### config.mk
export PLATFORM = sky130hd
export DESIGN_NAME = pop_delay_vc_arb
export DESIGN_NICKNAME = d
export VERILOG_FILES = /design/src/rtl/pop_delay_vc_arb.sv
export SDC_FILE = /design/constraint.sdc
export NUM_CORES = 1
export LEC_CHECK = 0
export ABC_CLOCK_PERIOD_IN_PS = 1700
export CAP_MARGIN = 20
export CORE_AREA = 2 2 39 41
export CTS_CLUSTER_SIZE = 20
export DETAILED_ROUTE_END_ITERATION = 8
export DIE_AREA = 0 0 41 43
export PLACE_DENSITY = 0.51
export RECOVER_POWER = 100
export SETUP_SLACK_MARGIN = 0.02
export SYNTH_ARGS = -nofsm -noshare
export SYNTH_HDL_FRONTEND = slang
export SYNTH_SLANG_ARGS = --single-unit
export TNS_END_PERCENT = 50
### constraint.sdc
create_clock -name clk -period 1.7 [get_ports clk]
set_clock_uncertainty 0.05 [all_clocks]
set_input_delay 0.17 -clock clk [delete_from_list [all_inputs] [get_ports clk]]
set_output_delay 0.17 -clock clk [all_outputs]
set_load 0.01 [all_outputs]
### src/rtl/pop_delay_vc_arb.sv
// Pop arbiter that picks one non-empty VC FIFO per cycle when every destination has room.
// Define POP_STARVE_GUARD_EN to add a starvation guard that occasionally lets the highest eligible VC win.

module pop_delay_vc_lane (
  input  logic clk,
  input  logic reset,
  input  logic vc_empty,
  input  logic dest_ok,
  input  logic gnt,
  output logic elig,
  output logic pop
);

  // A VC that popped last cycle must sit out one cycle before it can pop again.
  assign elig = !vc_empty && dest_ok && !pop;

  always_ff @(posedge clk or posedge reset) begin
    if (reset) pop <= 1'b0;
    else       pop <= gnt;
  end

endmodule

module pop_delay_vc_arb #(
  parameter int NUM_VC       = 2,
  parameter int NUM_DEST     = 2,
  parameter int STARVE_LIMIT = 4
) (
  input  logic                      clk,
  input  logic                      reset,
  input  logic [NUM_VC-1:0]         vc_empty,
  input  logic [NUM_DEST-1:0]       d_full,
  output logic [NUM_VC-1:0]         vc_pop,
  output logic                      pop_valid,
  output logic [$clog2(NUM_VC)-1:0] pop_vc_id,
  output logic [3:0]                starve_cnt
);

  localparam int ID_W = $clog2(NUM_VC);

  if (NUM_VC < 2 || NUM_VC > 4 || NUM_DEST < 1 || NUM_DEST > 4 ||
      STARVE_LIMIT < 1 || STARVE_LIMIT > 15) begin : g_bad_cfg
    $error("pop_delay_vc_arb: parameter out of range");
  end

  logic              dest_ok;
  logic [NUM_VC-1:0] elig;
  logic [NUM_VC-1:0] lo_oh;
  logic [NUM_VC-1:0] gnt;
  logic [ID_W-1:0]   pop_enc;

  assign dest_ok = ~|d_full;

  // Two's complement trick isolates the lowest set bit: the default priority winner.
  assign lo_oh = elig & (~elig + NUM_VC'(1));

  for (genvar g = 0; g < NUM_VC; g++) begin : g_lane
    pop_delay_vc_lane u_lane (
      .clk      (clk),
      .reset    (reset),
      .vc_empty (vc_empty[g]),
      .dest_ok  (dest_ok),
      .gnt      (gnt[g]),
      .elig     (elig[g]),
      .pop      (vc_pop[g])
    );
  end

`ifdef POP_STARVE_GUARD_EN
  logic [NUM_VC-1:0] hi_oh;
  logic              multi;
  logic              force_hi;
  logic [3:0]        starve_d;

  // Any eligible bit besides the lowest means a higher-index VC loses this round.
  assign multi = |(elig & ~lo_oh);

  always_comb begin
    hi_oh = '0;
    for (int i = 0; i < NUM_VC; i++)
      if (elig[i]) begin
        hi_oh    = '0;
        hi_oh[i] = 1'b1;
      end
  end

  always_comb begin
    force_hi = (starve_cnt == 4'(STARVE_LIMIT)) && multi;
    gnt      = force_hi ? hi_oh : lo_oh;
    starve_d = starve_cnt;
    if (force_hi)
      starve_d = '0;
    else if (multi)
      starve_d = (starve_cnt >= 4'(STARVE_LIMIT)) ? 4'(STARVE_LIMIT) : starve_cnt + 4'd1;
    else if (|elig)
      starve_d = '0;
  end

  always_ff @(posedge clk or posedge reset) begin
    if (reset) starve_cnt <= '0;
    else       starve_cnt <= starve_d;
  end
`else
  assign gnt        = lo_oh;
  assign starve_cnt = '0;
`endif

  always_comb begin
    pop_enc = '0;
    for (int i = 0; i < NUM_VC; i++)
      if (vc_pop[i]) pop_enc = ID_W'(i);
  end

  always_ff @(posedge clk or posedge reset) begin
    if (reset) begin
      pop_valid <= 1'b0;
      pop_vc_id <= '0;
    end else begin
      pop_valid <= |vc_pop;
      if (|vc_pop) pop_vc_id <= pop_enc;
    end
  end

endmodule

==> PnR_summary.wiki <==
{| class="wikitable"
! Metric !! Value
|-
| Vias in the first global route || 121
|-
| Standby leakage power || 0.000145 uW
|-
| Synthesized cell area || 198 um2
|-
| Clock net sink count || 4
|-
| Count of hold buffers inserted by post-cts repair || 0
|-
| Post-route cell area || 290 um2
|-
| Max-capacitance violation count || 0
|-
| Count of different cell masters after synthesis || 9
|-
| Maximum number of pins on one net before global-route repair || 6
|-
| Count of inserted antenna diode cells || 0
|-
| DR pass1 iterations || 1
|-
| Floorplan die area || 1760 um2
|-
| Overall track demand over capacity in global routing || 0.0503
|-
| Instance count of the mapped netlist || 18
|-
| # fillers || 159
|-
| Portion of the post-synthesis area used by sequential elements || 0.506
|-
| Number of primary I/O pins || 14
|-
| Clock tree from TritonCTS || yes
|-
| Drt wl/cell || 7.63 um
|-
| Die height || 43 um
|-
| Register bit total from synthesis || 4
|-
| Yosys synthesis warning count || 0
|-
| Die Span X || 41 um
|-
| Total clock buffers created by CTS || 3
|-
| Cell row count || 14
|-
| Hold WC Path Type || in -> async
|-
| Slew Limit Fails || 0
|-
| Worst setup slack for register-to-register paths || 0.75 ns
|-
| Post CTS Setup Buffer Count || 0
|-
| Number of vias in the routed layout || 134
|-
| Starting Density || 0.143
|-
| Outcome || finished, final reports clean
|-
| Final ANT Viol Nets || 0
|-
| Hold Worst Slack || 0.209 ns
|-
| Post-synthesis area per instance || 11.0 um2
|-
| Via/cell ratio || 3.12
|-
| Post-synthesis simple-gate area fraction || 0.127
|-
| Number of resized instances in the post-cts repair step || 0
|-
| Clock edge transition at the registers on the reported setup and hold paths || 0.04 ns
|-
| Data required, critical path || 1.48 ns
|-
| # DRC || 0
|-
| Most instantiated cells after synthesis || sky130_fd_sc_hd__buf_4 (6), sky130_fd_sc_hd__dfrtp_1 (4), sky130_fd_sc_hd__inv_1 (2)
|-
| Area share of the largest cell type after synthesis || 0.506
|-
| Highest Clock Rate || 680 MHz
|-
| Final Routed Wirelength || 328 um
|-
| Post-Synth Adder-Cell Area || 0
|-
| Slowest stage cell, crit path || sky130_fd_sc_hd__dlygate4sd3_1
|-
| DP Area || 274 um2
|-
| Final RePlAce weighted congestion || 0.632
|-
| Kind of start point of the critical path || register
|-
| Critical Path End Type || output pin
|-
| Number of flops mapped to enable cells by yosys || 0
|-
| Peak fanout along the critical path || 5
|-
| Net count of the finished layout || 35
|-
| Most used DFF post-synth || sky130_fd_sc_hd__dfrtp_1
|-
| Count of final hold-check violations || 0
|-
| Total power per unit cell area || 908 nW/um2
|-
| Category of cells accounting for the largest share of critical-path delay || buffers and inverters
|-
| Largest cells by area after synthesis || sky130_fd_sc_hd__dfrtp_1 (51%), sky130_fd_sc_hd__buf_4 (23%), sky130_fd_sc_hd__nor4_2 (6.3%)
|-
| Power, Total || 264 uW
|-
| Clk_lat worst skew || 0.23 ns
|-
| Complex-gate fraction of the synthesized area || 0.0823
|-
| Critical path data arrival time || 1.25 ns
|-
| Xor-xnor portion of the synthesized cell area || 0
|-
| Post-synthesis to final-layout area growth || 46.8%
|-
| Setup repair after global routing missed its margin || no
|-
| Most frequently used cell type in the post-synthesis netlist || sky130_fd_sc_hd__buf_4
|-
| Delay of the slowest critical-path stage || 0.62 ns
|-
| GRT Residual Overflow || 0
|-
| Combinational family with the most area after synthesis || buffers and inverters
|-
| DRC marker count from the first detailed-route iteration || 0
|-
| CORE AREA || 1380 um2
|-
| CP cell instances || dlygate4sd3_1
|-
| Setup CP Type || reg -> out
|-
| TNS Setup || 0 ns
|-
| Buffer depth of the longest clock path || 2
|-
| First-pass GRT wire length || 462 um
|-
| Depth of the CTS H-tree || 1
|-
| Final instance count without filler cells || 43
|-
| Final setup violating endpoints || 0
|-
| Cell type with the highest aggregate area in the netlist || sky130_fd_sc_hd__dfrtp_1
|-
| Multiplexer fraction of the synthesized cell area || 0
|-
| Asr flop ratio synth || 1.00
|-
| Buffer type at the clock tree root || sky130_fd_sc_hd__clkbuf_4
|-
| Number of antenna violations at the first check in global routing || 0
|-
| Port bufs || 9
|-
| Placed Cells incl. Taps || 40
|-
| Buf/Inv on CP || 1
|-
| Share of post-route cells with drive strength above 1 || 0.148
|-
| Fraction of the cycle the final worst path needs || 0.865
|-
| Maximum vdd drop || 175 uV
|-
| Post-layout min period || 1.47 ns
|}
==> flip-flops by register name, summed over array words and instances (netlist names) <==
register           flops
pop_valid              1
g_lane.u_lane.pop      2
pop_vc_id              1
==> metal layers <==
layer,vias to the layer above,part of all wire,global-route usage
met5,-,0,0
li1,65,-,-
met2,12,0.37,0.0344
met3,0,0.20,0.0471
met4,0,0,0.0800
met1,57,0.42,0.0583
==> worst paths after layout <==
path | start | end | cells past startpoint
hold reg to reg | pop_vc_id | pop_vc_id | 1
hold / removal | reset | g_lane[0].u_lane.pop | 2
setup / recovery | g_lane[0].u_lane.pop | vc_pop[0] | 1
min in group clk | pop_vc_id | pop_vc_id | 1
setup reg to reg | g_lane[1].u_lane.pop | g_lane[1].u_lane.pop | 2
max in group asynchronous | reset | g_lane[1].u_lane.pop | 2
==> kinds of logic (layout without fill, tap and decap cells) <==
logic type | after synthesis | in the layout
compound gates | 2 | 2
buf+inv | 8 | 14
flops | 4 | 4
other cells | 1 | 4
simple gates | 3 | 3
==> area by class of cell <==
class	count	area (um2)	share of cell area
flip-flops and latches	4	100	0.345
multi-input cells	9	50.0	0.172
clock buffers	3	22.5	0.0776
repair buffers	9	90.1	0.310
well taps	16	20.0	0.0690
inverters	2	7.51	0.0259
==> through the flow <==
step                      utilization  worst slack (ns)
after floorplan                     -             0.817
after global placement          0.198             0.539
after detailed placement        0.198             0.540
after CTS                       0.214             0.282
after global routing            0.210             0.191
final                           0.210             0.230
==> cells in the final DEF (no fill, tap or decap) <==
cell type,Yosys,final
sky130_fd_sc_hd__dlygate4sd3_1,0,5
sky130_fd_sc_hd__inv_1,2,2
sky130_fd_sc_hd__or2_1,1,1
sky130_fd_sc_hd__a21o_2,1,1
sky130_fd_sc_hd__nor4_1,1,2
sky130_fd_sc_hd__clkbuf_4,0,3
sky130_fd_sc_hd__o21a_1,1,1
sky130_fd_sc_hd__dfrtp_1,4,4
sky130_fd_sc_hd__conb_1,1,4
sky130_fd_sc_hd__clkdlybuf4s50_1,0,4
==> power breakdown <==
part	switching [uW]	internal, uW	leakage (uW)
Clock	36.3	78.8	0.0000138
Combinational	16.7	24.8	0.0000782
Sequential	3.82	103	0.0000528
(Power assumes the default switching activity.)
